===== config.mk =====
export PLATFORM = sky130hd
export DESIGN_NAME = ahb3lite_master
export DESIGN_NICKNAME = d
export VERILOG_FILES = /design/src/rtl/ahb3lite_master.sv
export SDC_FILE = /design/constraint.sdc
export NUM_CORES = 1
export LEC_CHECK = 0
export CORE_UTILIZATION = 32
export DETAILED_ROUTE_END_ITERATION = 7
export GPL_TIMING_DRIVEN = 0
export PLACE_DENSITY = 0.65
export SYNTH_ARGS = -nofsm -noshare
export SYNTH_HDL_FRONTEND = slang
export SYNTH_SLANG_ARGS = --single-unit

===== constraint.sdc =====
create_clock -name HCLK -period 4.8 [get_ports HCLK]
set_clock_uncertainty 0.05 [all_clocks]
set_input_delay 0.48 -clock HCLK [delete_from_list [all_inputs] [get_ports HCLK]]
set_output_delay 0.48 -clock HCLK [all_outputs]
set_load 0.01 [all_outputs]

===== src/rtl/ahb3lite_master.sv =====
// ahb3lite_master: turns a command/response interface into AHB-Lite SINGLE transfers.
// The A slot holds the address phase and the D slot holds the data phase.
// Optional feature: define AHB3LITE_MASTER_PIPELINE_EN so that the address phase of
// the next transfer overlaps the data phase of the current one. Without it, only one
// transfer is in flight at a time.
module ahb3lite_master (
  input  logic        HCLK,
  input  logic        HRESET,
  input  logic        cmd_valid,
  output logic        cmd_ready,
  input  logic        cmd_write,
  input  logic [31:0] cmd_addr,
  input  logic [2:0]  cmd_size,
  input  logic [31:0] cmd_wdata,
  output logic        rsp_valid,
  output logic [31:0] rsp_rdata,
  output logic        rsp_err,
  output logic [31:0] HADDR,
  output logic [1:0]  HTRANS,
  output logic        HWRITE,
  output logic [2:0]  HSIZE,
  output logic [2:0]  HBURST,
  output logic [3:0]  HPROT,
  output logic        HMASTLOCK,
  output logic [31:0] HWDATA,
  input  logic [31:0] HRDATA,
  input  logic        HREADY,
  input  logic        HRESP
);

  localparam logic [1:0] HTRANS_IDLE   = 2'b00;
  localparam logic [1:0] HTRANS_NONSEQ = 2'b10;
  localparam logic [2:0] SIZE_WORD     = 3'b010;

  // Address-phase slot
  logic        a_valid_q, a_valid_d;
  logic [31:0] a_addr_q,  a_addr_d;
  logic        a_write_q, a_write_d;
  logic [2:0]  a_size_q,  a_size_d;
  logic [31:0] a_wdata_q, a_wdata_d;
  // Data-phase slot
  logic        d_valid_q, d_valid_d;
  logic        d_write_q, d_write_d;
  logic [31:0] d_wdata_q, d_wdata_d;
  // Registered response
  logic        rsp_valid_q, rsp_valid_d;
  logic [31:0] rsp_rdata_q, rsp_rdata_d;
  logic        rsp_err_q,   rsp_err_d;

  logic [2:0]  size_norm;
  logic [31:0] addr_norm;
  logic        accept;

  // A wait state blocks acceptance because the A slot cannot advance.
`ifdef AHB3LITE_MASTER_PIPELINE_EN
  assign cmd_ready = HREADY && !HRESET;
`else
  assign cmd_ready = HREADY && !a_valid_q && !d_valid_q && !HRESET;
`endif

  assign accept = cmd_valid && cmd_ready;

  // Clamp oversized requests to a word and align the address to the transfer size
  always_comb begin
    // NOTE: every signal assigned in a combinational block gets a default first,
    // otherwise a path that skips the assignment infers a latch.
    size_norm = (cmd_size > SIZE_WORD) ? SIZE_WORD : cmd_size;
    addr_norm = cmd_addr;
    case (size_norm)
      3'b001:  addr_norm = {cmd_addr[31:1], 1'b0};
      3'b010:  addr_norm = {cmd_addr[31:2], 2'b00};
      default: addr_norm = cmd_addr;
    endcase
  end

  // Slot advance and response generation, gated by HREADY
  always_comb begin
    a_valid_d   = a_valid_q;
    a_addr_d    = a_addr_q;
    a_write_d   = a_write_q;
    a_size_d    = a_size_q;
    a_wdata_d   = a_wdata_q;
    d_valid_d   = d_valid_q;
    d_write_d   = d_write_q;
    d_wdata_d   = d_wdata_q;
    rsp_valid_d = HREADY && d_valid_q;
    rsp_rdata_d = (HREADY && d_valid_q && !d_write_q) ? HRDATA : 32'h0;
    rsp_err_d   = HREADY && d_valid_q && HRESP;
    if (HREADY) begin
      d_valid_d = a_valid_q;
      d_write_d = a_write_q;
      d_wdata_d = a_wdata_q;
      a_valid_d = accept;
      // Address/control keep their last value when no command arrives, so the
      // bus lines do not toggle during IDLE cycles.
      if (accept) begin
        a_addr_d  = addr_norm;
        a_write_d = cmd_write;
        a_size_d  = size_norm;
        a_wdata_d = cmd_wdata;
      end
    end
  end

  // State registers; reset drops any in-flight transfer without a response
  always_ff @(posedge HCLK or posedge HRESET) begin
    // NOTE: the data registers are reset too, not only the valid bits, because they
    // drive bus and response outputs that must show zero out of reset.
    if (HRESET) begin
      a_valid_q   <= 1'b0;
      a_addr_q    <= 32'h0;
      a_write_q   <= 1'b0;
      a_size_q    <= 3'b000;
      a_wdata_q   <= 32'h0;
      d_valid_q   <= 1'b0;
      d_write_q   <= 1'b0;
      d_wdata_q   <= 32'h0;
      rsp_valid_q <= 1'b0;
      rsp_rdata_q <= 32'h0;
      rsp_err_q   <= 1'b0;
    end else begin
      // NOTE: non-blocking assignments make every register read the pre-edge value
      // of the others, which is what lets D take A while A takes a new command.
      a_valid_q   <= a_valid_d;
      a_addr_q    <= a_addr_d;
      a_write_q   <= a_write_d;
      a_size_q    <= a_size_d;
      a_wdata_q   <= a_wdata_d;
      d_valid_q   <= d_valid_d;
      d_write_q   <= d_write_d;
      d_wdata_q   <= d_wdata_d;
      rsp_valid_q <= rsp_valid_d;
      rsp_rdata_q <= rsp_rdata_d;
      rsp_err_q   <= rsp_err_d;
    end
  end

  assign HTRANS    = a_valid_q ? HTRANS_NONSEQ : HTRANS_IDLE;
  assign HADDR     = a_addr_q;
  assign HWRITE    = a_write_q;
  assign HSIZE     = a_size_q;
  assign HWDATA    = (d_valid_q && d_write_q) ? d_wdata_q : 32'h0;
  assign HBURST    = 3'b000;
  assign HPROT     = 4'b0011;
  assign HMASTLOCK = 1'b0;

  assign rsp_valid = rsp_valid_q;
  assign rsp_rdata = rsp_rdata_q;
  assign rsp_err   = rsp_err_q;

endmodule


After elaboration in Yosys (flattened, before gate mapping)
Cells that the tools add are included.
{ "classes": {"n_addsub": 0, "n_mul": 0, "n_div": 0, "n_lt_le_gt_ge": 1, "n_eq_ne": 2, "shifts": 0, "mux": 5, "n_bitwise": 0, "reduce_logical": 13} }
{ "op_table": {"columns": ["cell", "count"], "rows": [
  ["2-to-1 mux 32 bit", 2],
  ["logical AND 1 bit", 8],
  ["logical NOT 1 bit", 4],
  ["one-hot mux 2 bit (2 select lines)", 1],
  ["equality test 3 x 1 -> 1 bit (second input constant)", 1],
  ["equality test 3 x 2 -> 1 bit (second input constant)", 1],
  ["greater-than comparator 3 x 2 -> 1 bit (second input constant)", 1],
  ["2-to-1 mux 3 bit", 1],
  ["2-to-1 mux 2 bit", 1],
  ["AND reduction 2 bit", 1]
]} }
{ "totals": {"regBits": 137, "latchBits": 0, "ram_bits": 0, "rom_bits": 0, "inputBits": 105, "output_inout_bits": 113, "word_cells": 32, "n_memories": 0} }

Depth between registers and ports, before layout
{ "logic_depth": {"depth_word": 6, "ltp_mapped": 5, "ltp_nobuf": 3} }

Worst setup path after synthesis
OpenSTA, ideal clock, no wires.
{ "synth_path": {"path_kind": "reg2reg", "start": "register d_valid_q", "end": "register a_wdata_q[18]", "setup_ns": 0.125, "t_arrival_ns": 1.575, "t_required_ns": 4.625, "setup_slack_ns": 3.050, "stages_incl_launch_ff": 6, "n_path_buf": 2, "period_less_slack_ns": 1.750, "cell_sequence": "dfrtp_1 > nor4b_4 > nand2_2 > buf_6 > buf_6 > mux2_4"} }
{ "synth_via": {"elab_chain_len": 5} }
{ "synth_rtl": {"columns": ["item", "line_no", "rtl"], "rows": [
  ["start: declaration", "42", "logic d_valid_q, d_valid_d;"],
  ["start signal: assignment", "129", "d_valid_q <= d_valid_d;"],
  ["logical NOT 1 bit", "58", "assign cmd_ready = HREADY && !a_valid_q && !d_valid_q && !HRESET;"],
  ["logical AND 1 bit (2 in a row)", "58", null],
  ["net cmd_ready", "10", "output logic cmd_ready,"],
  ["logical AND 1 bit", "61", "assign accept = cmd_valid && cmd_ready;"],
  ["AND reduction 2 bit (no line)", null, null],
  ["end signal: assignment", "128", "a_wdata_q <= a_wdata_d;"],
  ["end: declaration", "40", "logic [31:0] a_wdata_q, a_wdata_d;"]
]} }
The timed path passes the listed nets, and every way through them passes these cells.
A chain may end at the register's enable or synchronous reset.

Worst setup path in the final report
{ "layout_path": {"start": "register d_valid_q", "end": "output port HWDATA[18]"} }
{ "layout_via": {"elab_chain_len": 2} }
{ "layout_rtl": {"columns": ["item", "line_no", "rtl"], "rows": [
  ["logical AND 1 bit", "142", "assign HWDATA = (d_valid_q && d_write_q) ? d_wdata_q : 32'h0;"],
  ["2-to-1 mux 32 bit", "142", null],
  ["end: declaration", "25", "output logic [31:0] HWDATA,"]
]} }
No other way between the ends.

==> reports/summary.txt <==
outcome = complete, no violations
via count = 3567
final core utilization = 0.519
Worst Hold Depth = 1
HPWL Detailed = 9.08 mm
die area = 0.0171 mm2
sequential cell area fraction in the yosys report = 0.646
clk sinks = 137
register area = 0.00343 mm2
later-pin clock latency in the skew report = 0.41 ns
post-synthesis area per instance = 15.2 um2
CTS tree = done
Worst Path Class, Setup = register to output port
area of the multi-input gates = 0.00171 mm2
area of the core = 0.0161 mm2
ANT nets after route = 0
ANT cells = 0
total power = 0.00370 W
first-pass GRT wire length = 19.3 mm
htree depth = 4
Max IR drop VDD = 0.244 mV
gpl congestion = 0.720
initial antenna violation count = 0
Reg clk slew, reported paths = 0.06 ns
clock tree buffer depth = 2
flops & latches, synth = 137
power density cells = 444 mW/mm2
Ports = 218
Worst EP arrival = 2.21 ns
worst hold-check path type = register to register
routed len/inst = 15.4 um
drt via density = 4.38
CTS buffer count = 17
Reg-to-Reg End = a_wdata_q[20]
MaxCap Viol Count = 0
largest net degree at the start of global routing = 71
reg2reg start = d_valid_q
Startpoint Class = register
filler instances = 1353
Port-buffer cells = 208
layout cells sized above 1 = 0.253
Crit. End Element = output port
minimum clock period = 2.74 ns
Cell Rows = 46
R2R Setup Slk = 2.78 ns
Synth-to-Final Area Change = 57.0%
Synth Warn # = 0
static leakage = 3.76 nW
worst setup path startpoint = d_valid_q
hold_buf cts = 0
RSZ-0062 raised after global routing = no
total track usage = 0.153
final WL = 12.5 mm
Fin. Hold Viols = 0
Cells after Synth = 350
Worst-Margin Slew = 0.672 ns
Initial Util = 0.330
GRT overflow = 0
Initial DRC Count = 95
Hold Startpoint = HSIZE[2]
reg2reg path depth = 5
# DRC = 0
drt first pass iters = 4
Crit Path Max Fanout = 10
post-cts sizing count = 0
vias in the first global route = 3763
mapped cell area = 0.00531 mm2
clk root buf = clkbuf_16
worst min-delay path endpoint = HSIZE[2]
slew margin rel. = 0.546
Netlist cell types = 22
worst setup margin = 2.06 ns
Final setup viols = 0
final period utilization = 0.570
dpl ws = 2.32 ns
nets@finish = 690
f_max = 365 MHz
Required @ worst endpoint = 4.27 ns
Final Max Slew Viols = 0
Post-CTS Setup Inserts = 0
Die W = 131 um
DIE HEIGHT = 131 um
## final cells by class
class                      instances  share of cell area
clock inverter                    11              0.0173
timing repair buffer             209               0.253
tap                              216              0.0324
inverter                           4             0.00240
clock buffer                      21              0.0565
multi-input combinational        186               0.205
buffer                            30              0.0215
sequential                       137               0.412
## Yosys cell counts (all sizes together)
master / instances / share of area
dfrtp: 137 / 0.65
mux2: 98 / 0.22
and2: 34 / 0.040
and3: 33 / 0.039
buf: 21 / 0.027
clkbuf: 9 / 0.0064
inv: 4 / 0.0028
nand2: 3 / 0.0026
conb: 2 / 0.0014
mux2i: 2 / 0.0038
nor4b: 2 / 0.0061
a21oi: 1 / 0.00094
a31oi: 1 / 0.0012
nor2: 1 / 0.00071
nor2b: 1 / 0.0012
o21ai: 1 / 0.00094
## worst max-delay path: stages, from the launching register on
cell             delay (ns)
dfrtp_1                0.59
clkbuf_1               0.39
and3_1                 0.26
clkdlybuf4s50_1        0.55
## cell usage in the layout, fill, tap and decap left out, drive strengths merged
cell	count
clkdlybuf4s50	208
dfrtp	137
mux2	98
and2	34
and3	33
clkbuf	30
buf	22
conb	9
inv	5
clkinvlp	4
clkinv	3
bufinv	3
nand2	3
mux2i	2
nor4b	2
nor2	1
a21oi	1
a31oi	1
nor2b	1
o21ai	1
## metal layers
layer	up-vias	global-route usage	routed length, um
met5	-	0	0
met4	0	0.0744	292
met3	21	0.0696	1170
met2	149	0.244	6030
met1	1751	0.174	5040
li1	1646	-	-
## worst max path at each step
stage          slack (ns)  cells after the start    endpoint
2_1_floorplan        0.60                      1    HADDR[0]
3_3_place_gp        -1.31                      2    HADDR[4]
3_5_place_dp         2.32                      3   cmd_ready
4_1_cts              2.04                      3  HWDATA[18]
5_1_grt              1.94                      3  HWDATA[18]
6_report             2.06                      3  HWDATA[18]
## through the flow
| step | setup TNS, ns | cells | instance area [um2] | hold slack [ns] |
|---|---|---|---|---|
| after floorplan | 0 | 357 | 5330 | 0.422 |
| final | 0 | 814 | 8330 | 0.439 |
| after CTS | 0 | 814 | 8330 | 0.443 |
| after global routing | 0 | 814 | 8330 | 0.446 |
| after detailed placement | 0 | 782 | 7720 | 0.428 |
| after global placement | -177.93 | 781 | 7680 | 0.420 |
## registers in the layout (all words and copies together), names as in the netlist, 3 cells and up
| register | flops |
|---|---|
| rsp_rdata | 32 |
| d_wdata_q | 32 |
| a_wdata_q | 32 |
| HADDR | 32 |
| HSIZE | 3 |
## logic make-up (layout without fill, tap and decap cells)
logic type,after synthesis,in the layout,share of synthesized area
compound gates,3,3,0.00306
buf+inv,34,275,0.0366
flops,137,137,0.646
mux,100,100,0.223
other cells,2,9,0.00142
simple gates,74,74,0.0896
## power breakdown
part	total (W)	switching, W	internal, W	leakage (nW)
Sequential	0.00156	0.000138	0.00143	1.70
Combinational	0.000794	0.000277	0.000517	1.77
Clock	0.00134	0.000480	0.000857	0.291
Total	0.00370	0.000895	0.00280	3.76
(Power assumes the default switching activity.)
